==> src/rtl/uart_loader.sv <==
// Boot-load sequencer: parses a length / data / checksum word frame from the UART
// word assembler, writes the data words to program memory and releases the CPU on a good image.
module uart_loader #(
    parameter int WORD_WIDTH     = 16,
    parameter int ADDR_WIDTH     = 12,
    parameter int BASE_ADDR      = 0,
    parameter int MAX_WORDS      = 4096,
    parameter int TIMEOUT_CYCLES = 5000000
) (
    input  logic                  clk,
    input  logic                  rst,
    input  logic                  word_valid,
    input  logic [WORD_WIDTH-1:0] word_in,
    input  logic                  load_req,
    output logic                  mem_we,
    output logic [ADDR_WIDTH-1:0] mem_addr,
    output logic [WORD_WIDTH-1:0] mem_data,
    output logic                  cpu_rst_n,
    output logic                  done,
    output logic [1:0]            err,
    output logic [ADDR_WIDTH:0]   words_loaded
);

    localparam int                    CNT_W    = ADDR_WIDTH + 1;
    localparam logic [ADDR_WIDTH-1:0] BASE     = ADDR_WIDTH'(BASE_ADDR);
    localparam logic [31:0]           TMO_LAST = 32'(TIMEOUT_CYCLES - 1);

    typedef enum logic [2:0] {
        WAIT_LEN,
        LOAD,
        WAIT_SUM,
        DONE,
        ERROR
    } state_e;

    typedef enum logic [1:0] {
        ERR_NONE = 2'd0,
        ERR_LEN  = 2'd1,
        ERR_SUM  = 2'd2,
        ERR_TMO  = 2'd3
    } err_e;

    state_e                  state_q, state_d;
    err_e                    err_q, err_d;
    logic                    valid_q;
    logic [WORD_WIDTH-1:0]   sum_q, sum_d;
    logic [CNT_W-1:0]        remaining_q, remaining_d;
    logic [31:0]             tmo_q, tmo_d;
    logic                    mem_we_d;
    logic [ADDR_WIDTH-1:0]   mem_addr_d;
    logic [WORD_WIDTH-1:0]   mem_data_d;
    logic                    cpu_rst_n_d;
    logic                    done_d;
    logic [ADDR_WIDTH:0]     words_loaded_d;
    logic                    accept;

    // word_valid is a level; only its rising edge counts as a new word.
    assign accept = word_valid & ~valid_q;
    assign err    = err_q;

    // NOTE: sequential state uses non-blocking assignments so every flop samples
    // pre-edge values regardless of statement order.
    always_ff @(posedge clk or negedge rst) begin
        if (!rst) begin
            state_q      <= WAIT_LEN;
            err_q        <= ERR_NONE;
            valid_q      <= 1'b0;
            sum_q        <= '0;
            remaining_q  <= '0;
            tmo_q        <= '0;
            mem_we       <= 1'b0;
            mem_addr     <= BASE;
            mem_data     <= '0;
            cpu_rst_n    <= 1'b0;
            done         <= 1'b0;
            words_loaded <= '0;
        end else begin
            state_q      <= state_d;
            err_q        <= err_d;
            valid_q      <= word_valid;
            sum_q        <= sum_d;
            remaining_q  <= remaining_d;
            tmo_q        <= tmo_d;
            mem_we       <= mem_we_d;
            mem_addr     <= mem_addr_d;
            mem_data     <= mem_data_d;
            cpu_rst_n    <= cpu_rst_n_d;
            done         <= done_d;
            words_loaded <= words_loaded_d;
        end
    end

    // NOTE: every signal written here gets a default first, so no path can infer a latch.
    always_comb begin
        state_d        = state_q;
        err_d          = err_q;
        sum_d          = sum_q;
        remaining_d    = remaining_q;
        tmo_d          = tmo_q;
        mem_we_d       = 1'b0;
        mem_addr_d     = mem_addr;
        mem_data_d     = mem_data;
        cpu_rst_n_d    = cpu_rst_n;
        done_d         = done;
        words_loaded_d = words_loaded;

        if (load_req) begin
            // Restart wins over any word accepted on the same edge.
            state_d        = WAIT_LEN;
            err_d          = ERR_NONE;
            sum_d          = '0;
            remaining_d    = '0;
            tmo_d          = '0;
            mem_addr_d     = BASE;
            cpu_rst_n_d    = 1'b0;
            done_d         = 1'b0;
            words_loaded_d = '0;
        end else begin
            unique case (state_q)
                WAIT_LEN: begin
                    tmo_d = '0;
                    if (accept) begin
                        sum_d = '0;
                        if (32'(word_in) > 32'(MAX_WORDS)) begin
                            state_d = ERROR;
                            err_d   = ERR_LEN;
                        end else if (word_in == '0) begin
                            state_d = WAIT_SUM;
                        end else begin
                            state_d     = LOAD;
                            remaining_d = CNT_W'(word_in);
                        end
                    end
                end

                LOAD: begin
                    if (accept) begin
                        mem_we_d       = 1'b1;
                        mem_addr_d     = BASE + words_loaded[ADDR_WIDTH-1:0];
                        mem_data_d     = word_in;
                        words_loaded_d = words_loaded + CNT_W'(1);
                        sum_d          = sum_q + word_in;
                        remaining_d    = remaining_q - CNT_W'(1);
                        tmo_d          = '0;
                        if (remaining_q == CNT_W'(1)) begin
                            state_d = WAIT_SUM;
                        end
                    end else if (tmo_q == TMO_LAST) begin
                        state_d = ERROR;
                        err_d   = ERR_TMO;
                    end else begin
                        tmo_d = tmo_q + 32'd1;
                    end
                end

                WAIT_SUM: begin
                    if (accept) begin
                        tmo_d = '0;
                        if (word_in == sum_q) begin
                            state_d     = DONE;
                            done_d      = 1'b1;
                            cpu_rst_n_d = 1'b1;
                        end else begin
                            state_d = ERROR;
                            err_d   = ERR_SUM;
                        end
                    end else if (tmo_q == TMO_LAST) begin
                        state_d = ERROR;
                        err_d   = ERR_TMO;
                    end else begin
                        tmo_d = tmo_q + 32'd1;
                    end
                end

                DONE: begin
                    tmo_d       = '0;
                    done_d      = 1'b1;
                    cpu_rst_n_d = 1'b1;
                end

                ERROR: begin
                    tmo_d       = '0;
                    done_d      = 1'b0;
                    cpu_rst_n_d = 1'b0;
                end

                default: begin
                    state_d = WAIT_LEN;
                end
            endcase
        end
    end

endmodule

==> config.mk <==
export PLATFORM = sky130hd
export DESIGN_NAME = uart_loader
export DESIGN_NICKNAME = d
export VERILOG_FILES = /design/src/rtl/uart_loader.sv
export SDC_FILE = /design/constraint.sdc
export NUM_CORES = 1
export LEC_CHECK = 0
export BUFFER_PORTS_ARGS = -buffer_cell sky130_fd_sc_hd__clkbuf_2
export CAP_MARGIN = 20
export CORE_ASPECT_RATIO = 1.25
export CORE_UTILIZATION = 45
export DETAILED_ROUTE_END_ITERATION = 6
export PLACE_DENSITY = 0.66
export SYNTH_ARGS = -nofsm -noshare
export SYNTH_HDL_FRONTEND = slang
export SYNTH_SLANG_ARGS = --single-unit
==> constraint.sdc <==
create_clock -name clk -period 5 [get_ports clk]
set_input_delay 0 -clock clk [delete_from_list [all_inputs] [get_ports clk]]
set_output_delay 0 -clock clk [all_outputs]
set_load 0.005 [all_outputs]
# --- Word-level counts from Yosys, hierarchy flattened ---
# Index checks and enable logic that the tools add are counted.
totals:
  reg_bits: 110
  inputBits: 20
  out_inout_bits: 46
  elab_cells: 102
op_classes:
  addsub: 4
  order_cmp: 1
  eq_ne: 19
  muxes: 45
  n_bitwise: 3
  reduce_logical: 19
op_table:
  columns: ["op", "n"]
  rows:
  - ["two-way mux 13 bit", 8]
  - ["two-way mux 32 bit", 3]
  - ["case mux 32 bit (2 select lines)", 1]
  - ["two-way mux 16 bit", 3]
  - ["two-way mux 12 bit", 3]
  - ["adder 32 x 1 -> 32 bit, second input constant", 1]
  - ["equality test 32 x 23 -> 1 bit, second input constant", 1]
  - ["case mux 16 bit (2 select lines)", 1]
  - ["case mux 13 bit (2 select lines)", 1]
  - ["two-way mux 3 bit", 8]
  - ["!= test 3 bit, second input constant", 8]
  - ["adder 16 bit", 1]
  - ["equality test 16 bit", 1]
  - ["> comparator 16 x 13 -> 1 bit, second input constant", 1]
  - ["zero test 16 bit", 1]
  - ["two-way mux 2 bit", 8]
  - ["adder 13 x 1 -> 13 bit, second input constant", 1]
  - ["equality test 13 x 1 -> 1 bit, second input constant", 1]
  - ["subtractor 13 x 1 -> 13 bit, second input constant", 1]
  - ["!= test 4 bit, second input constant", 3]
  - ["case mux 3 bit (4 select lines)", 1]
  - ["AND reduction 3 bit", 4]
  - ["AND reduction 5 bit", 2]
  - ["nonzero test 4 bit", 2]
  - ["other kinds (15)", 26]

# --- Longest topological paths before layout ---
# Gate-level depths: netlist of the first run.
logic_depth:
  ltp_word: 6
  mapped_depth: 9
  mapped_depth_nobuf: 8

# --- Least setup slack after synthesis of the first run ---
# OpenSTA, ideal clock, no wires.
synth_timing:
  path_type: "reg2reg"
  from: "register sum_q[12]"
  to: "register err_q[1] (netlist: err[1])"
  setup_time_ns: 0.120
  arrival_time_ns: 2.179
  t_required_ns: 4.880
  setup_slack_ns: 2.701
  stages_incl_launch_ff: 8
  n_path_buf: 1
  path_cell_list: "dfrtp_1 ha_1 clkbuf_1 or4_1 nor3_1 o21ba_2 o21a_1 o211a_1"
synth_via:
  elab_chain_cells: 3
synth_lines:
  columns: ["element", "line", "rtl"]
  rows:
  - ["start, declared", "46", "logic [WORD_WIDTH-1:0] sum_q, sum_d;"]
  - ["start signal, assigned", "81", "sum_q <= sum_d;"]
  - ["equality test 16 bit", "159", "if (word_in == sum_q) begin"]
  - ["!= test 4 bit (no source line)", null, null]
  - ["AND reduction 5 bit (no source line)", null, null]
  - ["end signal, assigned", "79", "err_q <= err_d;"]
  - ["end, declared", "44", "err_e err_q, err_d;"]
# Every way passes these cells.
# A chain may end at the register's enable or synchronous reset.

# --- Worst setup path after layout of the first run ---
layout_timing:
  from: "register state_q[2]"
  to: "register sum_q[15]"
layout_via:
  elab_chain_cells: 3
layout_lines:
  columns: ["element", "line", "rtl"]
  rows:
  - ["start, declared", "43", "state_e state_q, state_d;"]
  - ["start signal, assigned", "78", "state_q <= state_d;"]
  - ["equality test 3 x 1 -> 1 bit / zero test 3 bit (equally long branches)", "119", "unique case (state_q)"]
  - ["!= test 3 bit (no source line) (tied with other cells)", null, null]
  - ["AND reduction 3 bit (no source line) / two-way mux 16 bit (equally long branches)", null, null]
# Parallel ways exist; a longest one is shown, timed or not.

==> results of run 1 <==
[sequential cells by signal, summed over array words and instances, names as in the netlist, 2 cells and up]
register,cells
err,2
state_q,3
remaining_q,13
sum_q,16
words_loaded,13
tmo_q,32
mem_data,16
mem_addr,12
[cells in the mapped netlist (5+ instances only)]
cell | number | share of area [%]
sky130_fd_sc_hd__dfrtp_1 | 110 | 43
sky130_fd_sc_hd__nand2_1 | 104 | 6.1
sky130_fd_sc_hd__o21ai_0 | 72 | 5.7
sky130_fd_sc_hd__nor2_1 | 50 | 2.9
sky130_fd_sc_hd__a21oi_1 | 42 | 3.3
sky130_fd_sc_hd__nor3_1 | 24 | 1.9
sky130_fd_sc_hd__clkbuf_1 | 23 | 1.4
sky130_fd_sc_hd__ha_1 | 19 | 3.7
sky130_fd_sc_hd__a22o_1 | 17 | 2.3
sky130_fd_sc_hd__inv_1 | 16 | 0.94
sky130_fd_sc_hd__nand3_1 | 16 | 1.3
sky130_fd_sc_hd__o21ai_1 | 14 | 1.1
sky130_fd_sc_hd__and3_1 | 13 | 1.3
sky130_fd_sc_hd__xor2_1 | 13 | 1.8
sky130_fd_sc_hd__nand4_1 | 12 | 1.2
sky130_fd_sc_hd__or3_1 | 12 | 1.2
sky130_fd_sc_hd__a31oi_1 | 11 | 1.1
sky130_fd_sc_hd__a21o_1 | 9 | 1.1
sky130_fd_sc_hd__xnor2_1 | 9 | 1.2
sky130_fd_sc_hd__and4_1 | 8 | 1.1
sky130_fd_sc_hd__or4_1 | 8 | 0.94
sky130_fd_sc_hd__nor4_1 | 7 | 0.69
sky130_fd_sc_hd__o21a_1 | 6 | 0.71
sky130_fd_sc_hd__a211oi_1 | 5 | 0.59
sky130_fd_sc_hd__buf_2 | 5 | 0.39
sky130_fd_sc_hd__nand2b_1 | 5 | 0.49
sky130_fd_sc_hd__o22ai_1 | 5 | 0.49
sky130_fd_sc_hd__o31ai_1 | 5 | 0.59
[routing by layer]
layer | wire, um | global-route usage, % | vias up
met5 | 0 | 0 | -
met4 | 439 | 9.83 | 0
met3 | 750 | 2.94 | 35
met2 | 8240 | 39.3 | 168
met1 | 7020 | 30.5 | 2794
li1 | - | - | 2755
[placed cells by master (no fill, tap or decap), types with 16 or more instances in the layout]
| cell | synthesis | final |
|---|---|---|
| sky130_fd_sc_hd__dfrtp_1 | 110 | 110 |
| sky130_fd_sc_hd__nand2_1 | 104 | 104 |
| sky130_fd_sc_hd__o21ai_0 | 72 | 72 |
| sky130_fd_sc_hd__clkbuf_2 | 0 | 64 |
| sky130_fd_sc_hd__nor2_1 | 50 | 50 |
| sky130_fd_sc_hd__a21oi_1 | 42 | 41 |
| sky130_fd_sc_hd__nor3_1 | 24 | 24 |
| sky130_fd_sc_hd__ha_1 | 19 | 19 |
| sky130_fd_sc_hd__a22o_1 | 17 | 17 |
| sky130_fd_sc_hd__dlygate4sd3_1 | 0 | 17 |
| sky130_fd_sc_hd__inv_1 | 16 | 16 |
| sky130_fd_sc_hd__nand3_1 | 16 | 16 |
[critical path, stage by stage, from the launching register on]
cell and delay, ns:
sky130_fd_sc_hd__dfrtp_1 0.48, sky130_fd_sc_hd__or4b_1 0.73, sky130_fd_sc_hd__or2_2 0.68, sky130_fd_sc_hd__inv_2 0.73, sky130_fd_sc_hd__a211oi_1 0.21, sky130_fd_sc_hd__nand2_1 0.12, sky130_fd_sc_hd__a32oi_1 0.07, sky130_fd_sc_hd__nor3_1 0.24
[final cells by class]
type	instances	share of cell area (%)
multi-input combinational	558	46.9
sequential	110	38.1
timing repair buffer	86	7.41
clock buffer	9	3.11
tap	175	3.03
inverter	17	0.883
clock inverter	6	0.606
[through the flow]
step                      instances  util (%)
after floorplan                 719         -
after global placement          928      49.1
after detailed placement        928      49.1
after CTS                       960      52.2
after global routing            961      52.3
final                           961      52.3
[repair_timing]
item,in CTS,in global routing
hold endpoints to repair,71,0
hold buffers,17,0
buffers inserted,0,0
[power groups by stage]
stage	clock, mW	sequential (mW)	combinational (mW)
finish	0.685	0.982	0.319
CTS	0.698	0.981	0.317
floorplan	0	0.987	0.213
global placement	0	0.996	0.297
detailed placement	0	0.998	0.306
global route	0.729	0.990	0.358
[how the worst max path moves through the flow]
stage                                start                    end  slack (ns)  depth (start not counted)
global route        state_q[2]$_DFFE_PN0P_  sum_q[15]$_DFFE_PN0P_        1.38                          7
finish              state_q[2]$_DFFE_PN0P_  sum_q[15]$_DFFE_PN0P_        1.62                          7
detailed placement  state_q[2]$_DFFE_PN0P_  sum_q[15]$_DFFE_PN0P_        1.63                          7
CTS                 state_q[2]$_DFFE_PN0P_  sum_q[15]$_DFFE_PN0P_        1.61                          7
global placement    state_q[1]$_DFFE_PN0P_  sum_q[15]$_DFFE_PN0P_        1.78                          7
floorplan            sum_q[12]$_DFFE_PN0P_     err[1]$_DFFE_PN0P_        2.70                          7
[kinds of logic (layout without fill, tap and decap cells)]
kind of cell	Yosys count	count (layout)	share of synthesized area, %
multiplexers	2	2	0.314
adder cells (fa/ha/maj)	20	20	4.04
AO/OA/AOI/OAI	216	216	21.4
XOR/XNOR	22	22	3.02
AND/OR/NAND/NOR	298	298	24.4
buffers and inverters	51	118	3.71
flip-flops	110	110	43.2
==> insert_results.sql, run 1 <==
INSERT INTO impl_metrics (metric_group, metric, value, unit) VALUES
('clocking', 'post_cts_repair_resize_count', '0', ''),
('power', 'clkPwrFrac', '34.5', '%'),
('timing', 'fmax', '296', 'MHz'),
('timing', 'timing.slew.headroom', '27.5', '%'),
('layout', 'final_net_count', '822', ''),
('layout', 'post-route-cell-area', '0.00723', 'sq mm'),
('flow_run', 'timing.max_cap.violations', '0', ''),
('synthesis', 'post_synth_inst_count', '719', ''),
('timing', 'finalHoldWorstSlack', '0.0820', 'ns'),
('synthesis', 'synthArstFlopShare', '100', '%'),
('hold_path', 'hold_start', 'word_in[15]', ''),
('detailed_routing', 'finalWirelength', '16400', 'um'),
('floorplan', 'ioPinCount', '66', ''),
('detailed_routing', 'dr_total_vias', '5752', ''),
('placed_design', 'routabilityCongestion', '0.893', ''),
('layout', 'regArea', '0.00275', 'sq mm'),
('clocking', 'number_of_buffers_created_by_cts', '9', ''),
('floorplan', 'initial_core_util', '46.2', '%'),
('setup_path', 'critPathRequiredTime', '5.27', 'ns'),
('clocking', 'total_number_of_h_tree_levels', '3', ''),
('clocking', 'clock_tree.root_cell', 'sky130_fd_sc_hd__clkbuf_16', ''),
('synthesis', 'post_synth_num_cell_types', '72', ''),
('detailed_routing', 'drt-pass1-iter-count', '4', ''),
('power', 'netSwitchingPower', '0.584', 'mW'),
('grt', 'grt_pass1_vias', '5573', ''),
('timing', 'hold_violations', '0', ''),
('floorplan', 'design.die.area', '0.0147', 'sq mm'),
('hold_path', 'hold_class', 'in -> reg', ''),
('synthesis', 'number_of_flops_mapped_to_enable_cells_by_yosys', '0', ''),
('floorplan', 'rows', '48', ''),
('power', 'power_density', '275', 'mW/mm^2'),
('run_status', 'outcome', 'finished, final reports clean', ''),
('floorplan', 'coreArea', '0.0138', 'sq mm'),
('clocking', 'tritoncts_clock_tree', 'built', ''),
('synthesis', 'synthesis.area_per_instance', '8.87', 'sq um'),
('setup_path', 'worst_r2r_startpoint', 'state_q[2]$_DFFE_PN0P_', ''),
('hold_path', 'whs_endpoint', 'mem_data[15]$_DFFE_PN0P_', ''),
('placed_design', 'placement.io_buffers', '65', ''),
('detailed_routing', 'routed_wire_length_per_instance', '17.1', 'um'),
('power', 'leakage', '3.34', 'nW'),
('layout', 'layout-area-overhead-vs-synth', '13.4', '%'),
('grt', 'leftover_overflow_at_the_end_of_global_routing', '0', ''),
('synthesis', 'seq_total_area_yosys', '43.2', '%'),
('power', 'irDropWorstVdd', '0.188', 'mV'),
('timing', 'slew_violations', '0', ''),
('timing', 'worst_slack', '1.62', 'ns'),
('detailed_routing', 'drt_drc_violations_left', '0', ''),
('synthesis', 'synth.ff_latch_count', '110', ''),
('power', 'p_comb_share', '16.1', '%'),
('floorplan', 'die_h', '135', 'um'),
('setup_path', 'critPathKind', 'reg -> reg', ''),
('grt', 'pin_count_of_the_biggest_net_entering_global_routing', '57', ''),
('setup_path', 'r2r_setup_slk', '1.62', 'ns'),
('timing', 'fin_setup_tns', '0', 'ns'),
('detailed_routing', 'detail-route-antenna-nets', '0', ''),
('clocking', 'clk_pin_slew_worst_paths', '0.07', 'ns'),
('setup_path', 'reg2regPathDepth', '7', ''),
('grt', 'grt_first_pass_wirelength', '27400', 'um'),
('setup_path', 'reg2reg_to', 'sum_q[15]$_DFFE_PN0P_', ''),
('detailed_routing', 'first_iter_violations', '377', ''),
('synthesis', 'synth_top_flop_cell', 'sky130_fd_sc_hd__dfrtp_1', ''),
('timing', 'final.min_clock_period', '3.38', 'ns'),
('hold_path', 'whs_path_depth', '3', ''),
('timing', 'finalClockSkew', '0.00530', 'ns'),
('placed_design', 'place_worst_setup_slack', '1.63', 'ns'),
('placed_design', 'detailedPlacementHpwl', '11500', 'um'),
('setup_path', 'crit_path_dat', '3.64', 'ns'),
('floorplan', 'dieWidth', '108', 'um'),
('synthesis', 'synth-warning-count', '0', ''),
('layout', 'antenna-diode-count', '0', ''),
('clocking', 'worstSkewPairLatency', '0.35', 'ns');
Note: power is estimated with default switching activity, not from simulation.
==> run 2: changes to the inputs <==
--- a/config.mk
+++ b/config.mk
@@ -5,12 +5,13 @@
 export SDC_FILE = /design/constraint.sdc
 export NUM_CORES = 1
 export LEC_CHECK = 0
+export ABC_AREA = 1
 export BUFFER_PORTS_ARGS = -buffer_cell sky130_fd_sc_hd__clkbuf_2
 export CAP_MARGIN = 20
 export CORE_ASPECT_RATIO = 1.25
 export CORE_UTILIZATION = 45
 export DETAILED_ROUTE_END_ITERATION = 6
-export PLACE_DENSITY = 0.66
+export PLACE_DENSITY = 0.65
 export SYNTH_ARGS = -nofsm -noshare
 export SYNTH_HDL_FRONTEND = slang
 export SYNTH_SLANG_ARGS = --single-unit
==> constraint.sdc (replaced) <==
create_clock -name clk -period 3.15 [get_ports clk]
set_input_delay 0 -clock clk [delete_from_list [all_inputs] [get_ports clk]]
set_output_delay 0 -clock clk [all_outputs]
set_load 0.005 [all_outputs]
==> insert_results.sql, run 2 <==
INSERT INTO impl_metrics (metric_group, metric, value, unit) VALUES
('timing', 'finalHoldWorstSlack', '0.0131', 'ns'),
('floorplan', 'dieWidth', '116', 'um'),
('grt', 'grt_first_pass_wirelength', '32100', 'um'),
('layout', 'largest_register_ffs', '32', ''),
('synthesis', 'synthesis.area', '0.00725', 'sq mm'),
('hold_path', 'hold_class', 'in -> reg', ''),
('timing', 'slew_violations', '0', ''),
('floorplan', 'rows', '51', ''),
('clocking', 'ctsLongestPathBuffers', '2', ''),
('detailed_routing', 'finalWirelength', '19400', 'um'),
('layout', 'post-route-cell-area', '0.00820', 'sq mm'),
('synthesis', 'seq_total_area_yosys', '37.9', '%'),
('timing', 'final_min_period_over_clock_period', '75.4', '%'),
('synthesis', 'synth_compound_gate_area_share', '10.7', '%'),
('clocking', 'cts_post_setup_buffers_inserted', '0', ''),
('clocking', 'clk_pin_slew_worst_paths', '0.08', 'ns'),
('power', 'power_density', '440', 'mW/mm^2'),
('floorplan', 'coreArea', '0.0157', 'sq mm'),
('timing', 'grt_setup_unrepaired', 'false', ''),
('detailed_routing', 'drt-pass1-iter-count', '5', ''),
('floorplan', 'initial_core_util', '46.2', '%'),
('clocking', 'clock_tree.root_cell', 'sky130_fd_sc_hd__clkbuf_16', ''),
('layout', 'antenna-diode-count', '0', ''),
('setup_path', 'slowest_stage', 'sky130_fd_sc_hd__dfrtp_1', ''),
('detailed_routing', 'drt_drc_violations_left', '0', ''),
('layout', 'drive_above_1_share', '10.8', '%'),
('clocking', 'post_cts_repair_resize_count', '0', ''),
('clocking', 'total_number_of_h_tree_levels', '3', ''),
('synthesis', 'synth.mux.area_fraction', '0', '%'),
('synthesis', 'postSynthNetCount', '1124', ''),
('layout', 'most-common-layout-cells', 'sky130_fd_sc_hd__nand2_1 (366), sky130_fd_sc_hd__nor2_1 (158), sky130_fd_sc_hd__dfrtp_1 (110), sky130_fd_sc_hd__nand3_1 (107), sky130_fd_sc_hd__inv_1 (96)', ''),
('detailed_routing', 'dr_total_vias', '7119', ''),
('layout', 'layoutNonFillerInstCount', '1372', ''),
('synthesis', 'synthesis.area_per_instance', '6.69', 'sq um'),
('placed_design', 'routabilityCongestion', '0.908', ''),
('placed_design', 'placement.io_buffers', '65', ''),
('grt', 'grt_pass1_vias', '6665', ''),
('detailed_routing', 'detail-route-antenna-nets', '0', ''),
('clocking', 'worstSkewPairLatency', '0.36', 'ns'),
('grt', 'grt_use_total', '24.8', '%'),
('layout', 'final_net_count', '1195', ''),
('timing', 'max_slew.worst_pin.slew', '0.655', 'ns'),
('run_status', 'outcome', 'finished, final reports clean', ''),
('placed_design', 'dp_cells', '1341', ''),
('synthesis', 'synthSimpleGateAreaFrac', '39.3', '%'),
('setup_path', 'critPathRequiredTime', '3.35', 'ns'),
('clocking', 'number_of_buffers_created_by_cts', '9', ''),
('timing', 'hold_violations', '0', ''),
('detailed_routing', 'first_iter_violations', '519', ''),
('synthesis', 'synth_top_flop_cell', 'sky130_fd_sc_hd__dfrtp_1', ''),
('power', 'fin_total_pwr', '3.60', 'mW'),
('synthesis', 'synth.ff_latch_count', '110', ''),
('setup_path', 'worstPathCellList', 'ha_1 -> nand2_2 -> nor2_4 -> nand3_2 -> nor2_4 -> nand3_4 -> nand2_4 -> inv_2 -> nand3_1 -> o21ai_0', ''),
('setup_path', 'timing.critical_path.fanout_max', '30', ''),
('placed_design', 'detailedPlacementHpwl', '14300', 'um'),
('synthesis', 'post_synth_inst_count', '1084', ''),
('synthesis', 'post_synth_most_frequent_cells', 'sky130_fd_sc_hd__nand2_1 (366), sky130_fd_sc_hd__nor2_1 (158), sky130_fd_sc_hd__dfrtp_1 (110), sky130_fd_sc_hd__nand3_1 (107), sky130_fd_sc_hd__inv_1 (96)', ''),
('clocking', 'cts.sink_count', '110', ''),
('power', 'irDropWorstVdd', '0.216', 'mV'),
('floorplan', 'die_h', '144', 'um'),
('grt', 'leftover_overflow_at_the_end_of_global_routing', '0', ''),
('floorplan', 'design.die.area', '0.0166', 'sq mm'),
('setup_path', 'timing.critical_path.to_type', 'register', ''),
('synthesis', 'synth_xor_xnor_area_share', '1.09', '%'),
('layout', 'mostFrequentLayoutCell', 'sky130_fd_sc_hd__nand2_1', ''),
('power', 'leakage', '3.95', 'nW'),
('synthesis', 'synthArstFlopShare', '100', '%'),
('synthesis', 'number_of_flops_mapped_to_enable_cells_by_yosys', '0', ''),
('detailed_routing', 'met2WireLength', '9800', 'um'),
('detailed_routing', 'met3WireLength', '663', 'um'),
('clocking', 'cts_hold_buf', '15', ''),
('synthesis', 'post_synth_fa_ha_maj_area_fraction', '3.55', '%'),
('setup_path', 'critical_path.startpoint_type', 'register', ''),
('setup_path', 'critPathMaxStageDelay', '0.41', 'ns'),
('flow_run', 'timing.max_cap.violations', '0', ''),
('setup_path', 'crit_path_dat', '2.58', 'ns'),
('layout', 'layout-area-overhead-vs-synth', '13.0', '%'),
('timing', 'fin_setup_tns', '0', 'ns'),
('clocking', 'tritoncts_clock_tree', 'built', ''),
('setup_path', 'reg2regPathDepth', '10', ''),
('synthesis', 'synth_top_family_by_area', 'simple AND/OR/NAND/NOR gates', ''),
('detailed_routing', 'route.detailed.vias_per_inst', '5.19', ''),
('grt', 'grt_antenna_before_repair', '0', ''),
('synthesis', 'yosys.cell_count.top_type', 'sky130_fd_sc_hd__nand2_1', ''),
('setup_path', 'critPathMostFrequentCell', 'sky130_fd_sc_hd__nor2_4', ''),
('detailed_routing', 'highest_signal_layer', 'met4', ''),
('hold_path', 'whs_path_depth', '3', ''),
('synthesis', 'post_synth_num_cell_types', '44', ''),
('timing', 'timing.final.setup_violations', '0', ''),
('synthesis', 'synth-warning-count', '0', ''),
('detailed_routing', 'wirelength_met1', '8330', 'um'),
('synthesis', 'synthTopCellsByArea', 'sky130_fd_sc_hd__dfrtp_1 (38%), sky130_fd_sc_hd__nand2_1 (19%), sky130_fd_sc_hd__nor2_1 (8.2%)', ''),
('layout', 'largest_registers', 'tmo_q x32, mem_data x16, sum_q x16', ''),
('placed_design', 'dpl-instance-area', '0.00776', 'sq mm'),
('setup_path', 'critPathKind', 'reg -> reg', ''),
('synthesis', 'yosys.area.top_type', 'sky130_fd_sc_hd__dfrtp_1', ''),
('floorplan', 'ioPinCount', '66', ''),
('grt', 'pin_count_of_the_biggest_net_entering_global_routing', '65', ''),
('detailed_routing', 'routed_wire_length_per_instance', '14.2', 'um'),
('synthesis', 'yosys.area.top_type_share', '37.9', '%'),
('timing', 'fmax', '421', 'MHz'),
('timing', 'finalClockSkew', '0.0108', 'ns'),
('timing', 'final.min_clock_period', '2.38', 'ns'),
('timing', 'timing.slew.headroom', '56.3', '%'),
('layout', 'largest-register', 'tmo_q', '');
## run 2: area by class of cell
type                            instances  area, sq um
Sequential cell                       110         2750
Timing Repair Buffer                   86          536
Clock inverter                          6         51.3
Tap cell                              212          265
Multi-Input combinational cell        842         3960
Clock buffer                           10          229
Fill cell                            1603         7500
Inverter                              106          398
## run 2: worst paths after layout
kind | start | end | slack, ns
hold / removal | word_in[12] | mem_data[12]$_DFFE_PN0P_ | 0.01
hold reg to reg | mem_data[10]$_DFFE_PN0P_ | mem_data[10]$_DFFE_PN0P_ | 0.49
setup / recovery | tmo_q[0]$_DFFE_PN0P_ | tmo_q[15]$_DFFE_PN0P_ | 0.77
max in group asynchronous | rst | sum_q[7]$_DFFE_PN0P_ | 2.17
setup reg to reg | tmo_q[0]$_DFFE_PN0P_ | tmo_q[15]$_DFFE_PN0P_ | 0.77
min in group asynchronous | rst | tmo_q[12]$_DFFE_PN0P_ | 0.20
## run 2: cell families after synthesis
kind of cell / after synthesis
compound gates: 140
xor+xnor: 9
fa+ha+maj: 20
buf+inv: 132
flops: 110
simple gates: 673
## run 2: worst max-delay path, delay by kind of cell, from the launching register on
family,cells,cell delay (ns)
compound gates,1,0.10
fa+ha+maj,1,0.30
buf+inv,1,0.32
flops,1,0.41
simple gates,7,1.06
## run 2: per-stage QoR
stage	util, %	setup WS (ns)
after floorplan	-	1.43
after global placement	49.5	0.920
after detailed placement	49.5	0.793
after CTS	52.2	0.766
after global routing	52.2	0.515
final	52.2	0.774
## run 2: power breakdown
part	switching [mW]	internal [mW]	leakage (nW)
Combinational	0.545	0.279	2.30
Sequential	0.110	1.54	1.51
Clock	0.575	0.553	0.140
Total	1.23	2.37	3.95
## run 2: routing by layer
layer,GRT usage [%],vias to the layer above
li1,-,3628
met1,30.1,3280
met2,44.2,174
met3,2.07,37
met4,11.1,0
met5,0,-
==> run 3: changes to the inputs <==
--- a/config.mk
+++ b/config.mk
@@ -5,13 +5,13 @@
 export SDC_FILE = /design/constraint.sdc
 export NUM_CORES = 1
 export LEC_CHECK = 0
-export ABC_AREA = 1
+export ABC_AREA = 0
 export BUFFER_PORTS_ARGS = -buffer_cell sky130_fd_sc_hd__clkbuf_2
 export CAP_MARGIN = 20
 export CORE_ASPECT_RATIO = 1.25
 export CORE_UTILIZATION = 45
 export DETAILED_ROUTE_END_ITERATION = 6
-export PLACE_DENSITY = 0.65
+export PLACE_DENSITY = 0.66
 export SYNTH_ARGS = -nofsm -noshare
 export SYNTH_HDL_FRONTEND = slang
 export SYNTH_SLANG_ARGS = --single-unit
==> constraint.sdc (replaced) <==
create_clock -name clk -period 2.5 [get_ports clk]
set_input_delay 0 -clock clk [delete_from_list [all_inputs] [get_ports clk]]
set_output_delay 0 -clock clk [all_outputs]
set_load 0.005 [all_outputs]
==> insert_results.sql, run 3 (synthesis results as in run 1) <==
INSERT INTO impl_metrics (metric_group, metric, value, unit) VALUES
('timing', 'finalClockSkew', '0.00740', 'ns'),
('grt', 'global_route.usage.met1', '30.3', '%'),
('layout', 'largest_register_ffs', '32', ''),
('setup_path', 'worstPathCellList', 'dlygate4sd3_1 -> clkbuf_2 -> or4_1 -> or4_4 -> a2111oi_4 -> buf_6 -> nand4_1 -> o21ai_1', ''),
('layout', 'layoutNonFillerInstCount', '992', ''),
('setup_path', 'timing.critical_path.to_type', 'register', ''),
('layout', 'mostFrequentLayoutCell', 'sky130_fd_sc_hd__dfrtp_1', ''),
('grt', 'top_usage_layer', 'met2', ''),
('setup_path', 'critical_path.startpoint_type', 'input pin', ''),
('detailed_routing', 'drt_drc_violations_left', '0', ''),
('timing', 'finalHoldWorstSlack', '0.0687', 'ns'),
('setup_path', 'critPathKind', 'in -> reg', ''),
('clocking', 'clk_pin_slew_worst_paths', '0.07', 'ns'),
('power', 'netSwitchingPower', '1.20', 'mW'),
('setup_path', 'worst_r2r_startpoint', 'state_q[2]$_DFFE_PN0P_', ''),
('setup_path', 'timing.critical_path.fanout_max', '11', ''),
('setup_path', 'critical-path-top-delay-family', 'simple AND/OR/NAND/NOR gates', ''),
('setup_path', 'critPathRequiredTime', '2.78', 'ns'),
('setup_path', 'cp.buffers_inverters', '3', ''),
('setup_path', 'critPathMaxStageDelay', '0.62', 'ns'),
('clocking', 'total_number_of_h_tree_levels', '3', ''),
('timing', 'timing.slew.headroom', '55.3', '%'),
('timing', 'slew_violations', '0', ''),
('timing', 'grt_setup_unrepaired', 'false', ''),
('clocking', 'tritoncts_clock_tree', 'built', ''),
('floorplan', 'die_h', '135', 'um'),
('power', 'leakage', '3.54', 'nW'),
('timing', 'final.min_clock_period', '2.39', 'ns'),
('layout', 'final_net_count', '853', ''),
('detailed_routing', 'dr_total_vias', '5874', ''),
('grt', 'leftover_overflow_at_the_end_of_global_routing', '0', ''),
('power', 'internal_power', '3.07', 'mW'),
('run_status', 'outcome', 'finished, final reports clean', ''),
('grt', 'grt_use_total', '23.8', '%'),
('layout', 'largest_registers', 'tmo_q x32, mem_data x16, sum_q x16', ''),
('floorplan', 'dieWidth', '108', 'um'),
('flow_run', 'timing.max_cap.violations', '0', ''),
('placed_design', 'detailedPlacementHpwl', '11700', 'um'),
('timing', 'final_min_period_over_clock_period', '95.4', '%'),
('clocking', 'cts.sink_count', '110', ''),
('layout', 'antenna-diode-count', '0', ''),
('clocking', 'worstSkewPairLatency', '0.36', 'ns'),
('layout', 'most-common-layout-cells', 'sky130_fd_sc_hd__dfrtp_1 (110), sky130_fd_sc_hd__nand2_1 (104), sky130_fd_sc_hd__o21ai_0 (71), sky130_fd_sc_hd__clkbuf_2 (64), sky130_fd_sc_hd__nor2_1 (50)', ''),
('timing', 'max_slew.worst_pin.slew', '0.669', 'ns'),
('power', 'power_density', '563', 'mW/mm^2'),
('floorplan', 'coreArea', '0.0138', 'sq mm'),
('clocking', 'ctsLongestPathBuffers', '2', ''),
('clocking', 'clock_tree.root_cell', 'sky130_fd_sc_hd__clkbuf_16', ''),
('placed_design', 'routabilityCongestion', '0.935', ''),
('timing', 'fin_setup_tns', '0', 'ns'),
('detailed_routing', 'detail-route-antenna-nets', '0', ''),
('grt', 'grt_pass1_vias', '5512', ''),
('power', 'irDropWorstVdd', '0.280', 'mV'),
('placed_design', 'placement.io_buffers', '65', ''),
('power', 'p_comb_share', '17.3', '%'),
('grt', 'pin_count_of_the_biggest_net_entering_global_routing', '50', ''),
('power', 'clkPwrFrac', '36.8', '%'),
('detailed_routing', 'route.detailed.vias_per_inst', '5.92', ''),
('layout', 'drive_above_1_share', '18.0', '%'),
('timing', 'fmax', '419', 'MHz'),
('detailed_routing', 'routed_wire_length_per_instance', '16.9', 'um'),
('grt', 'use_met3', '3.67', '%'),
('detailed_routing', 'finalWirelength', '16700', 'um'),
('floorplan', 'initial_core_util', '46.2', '%'),
('grt', 'grt.met2_usage', '40.4', '%'),
('timing', 'timing.final.setup_violations', '0', ''),
('grt', 'grt_first_pass_wirelength', '27300', 'um'),
('timing', 'hold_violations', '0', ''),
('detailed_routing', 'first_iter_violations', '339', ''),
('grt', 'grt_antenna_before_repair', '0', ''),
('placed_design', 'dp_cells', '958', ''),
('power', 'share_seq_of_total_power', '45.8', '%'),
('setup_path', 'slowest_stage', 'sky130_fd_sc_hd__or4_1', ''),
('floorplan', 'ioPinCount', '66', ''),
('clocking', 'number_of_buffers_created_by_cts', '9', ''),
('floorplan', 'rows', '48', ''),
('detailed_routing', 'drt-pass1-iter-count', '5', ''),
('layout', 'largest-register', 'tmo_q', ''),
('power', 'power.share.switching', '28.1', '%'),
('hold_path', 'hold_class', 'in -> reg', ''),
('floorplan', 'design.die.area', '0.0147', 'sq mm'),
('hold_path', 'hold_start', 'word_in[15]', ''),
('setup_path', 'crit_start', 'word_in[3]', ''),
('setup_path', 'crit_path_dat', '2.67', 'ns'),
('layout', 'layout-area-overhead-vs-synth', '19.0', '%');
run 3: worst paths after layout:
check                                              end  slack, ns  cells past startpoint
min reg2reg                    mem_data[2]$_DFFE_PN0P_       0.47                      2
max                               tmo_q[3]$_DFFE_PN0P_       0.11                      8
min                              sum_q[15]$_DFFE_PN0P_       0.07                      3
min in group asynchronous        tmo_q[31]$_DFFE_PN0P_       0.21                      2
max reg2reg                      sum_q[15]$_DFFE_PN0P_       0.17                      8
max in group asynchronous  words_loaded[7]$_DFFE_PN0P_       1.57                      3
run 3: area by class of cell:
cell class / count / area (sq um)
Multi-Input combinational cell: 558 / 3410
Tap cell: 175 / 219
Inverter: 17 / 65.1
Clock buffer: 9 / 225
Timing Repair Buffer: 117 / 810
Sequential cell: 110 / 2750
Fill cell: 1265 / 6230
Clock inverter: 6 / 98.8
run 3: what timing repair did:
action,4_1_cts,5_1_grt
endpoints found under the hold margin,63,0
hold buffers,17,0
resized for setup,0,7
setup endpoints to repair,0,18
setup buffers,0,1
run 3: per-stage QoR:
| step | worst slack, ns | power [mW] | area [sq um] | util (%) |
|---|---|---|---|---|
| after global placement | 0.183 | 2.66 | 7040 | 51.0 |
| after detailed placement | 0.0883 | 2.68 | 7040 | 51.0 |
| after floorplan | 0.201 | 2.40 | 6380 | - |
| final | 0.114 | 4.27 | 7580 | 54.9 |
| after global routing | 0.0290 | 4.46 | 7580 | 54.9 |
| after CTS | 0.0553 | 4.28 | 7530 | 54.5 |
run 3: power by group through the flow:
stage | clock [mW] | sequential [mW] | combinational (mW)
2_1_floorplan | 0 | 1.97 | 0.426
3_3_place_gp | 0 | 1.98 | 0.677
3_5_place_dp | 0 | 1.99 | 0.696
4_1_cts | 1.60 | 1.95 | 0.722
5_1_grt | 1.67 | 1.97 | 0.816
6_report | 1.57 | 1.96 | 0.741
run 3: worst reg2reg max path, stage by stage, from the launching register on:
cell and delay [ns]:
sky130_fd_sc_hd__dfrtp_1 0.50, sky130_fd_sc_hd__or4b_1 0.56, sky130_fd_sc_hd__or2_2 0.34, sky130_fd_sc_hd__buf_12 0.19, sky130_fd_sc_hd__clkinv_2 0.19, sky130_fd_sc_hd__a211oi_1 0.12, sky130_fd_sc_hd__nand2_1 0.11, sky130_fd_sc_hd__a32oi_1 0.06
sky130_fd_sc_hd__nor3_1 0.19
run 3: routing by layer:
metal  vias up  share of wire, %
li1       2819                 -
met3        24               3.9
met1      2891                43
met5         -                 0
met4         0               1.7
met2       140                51
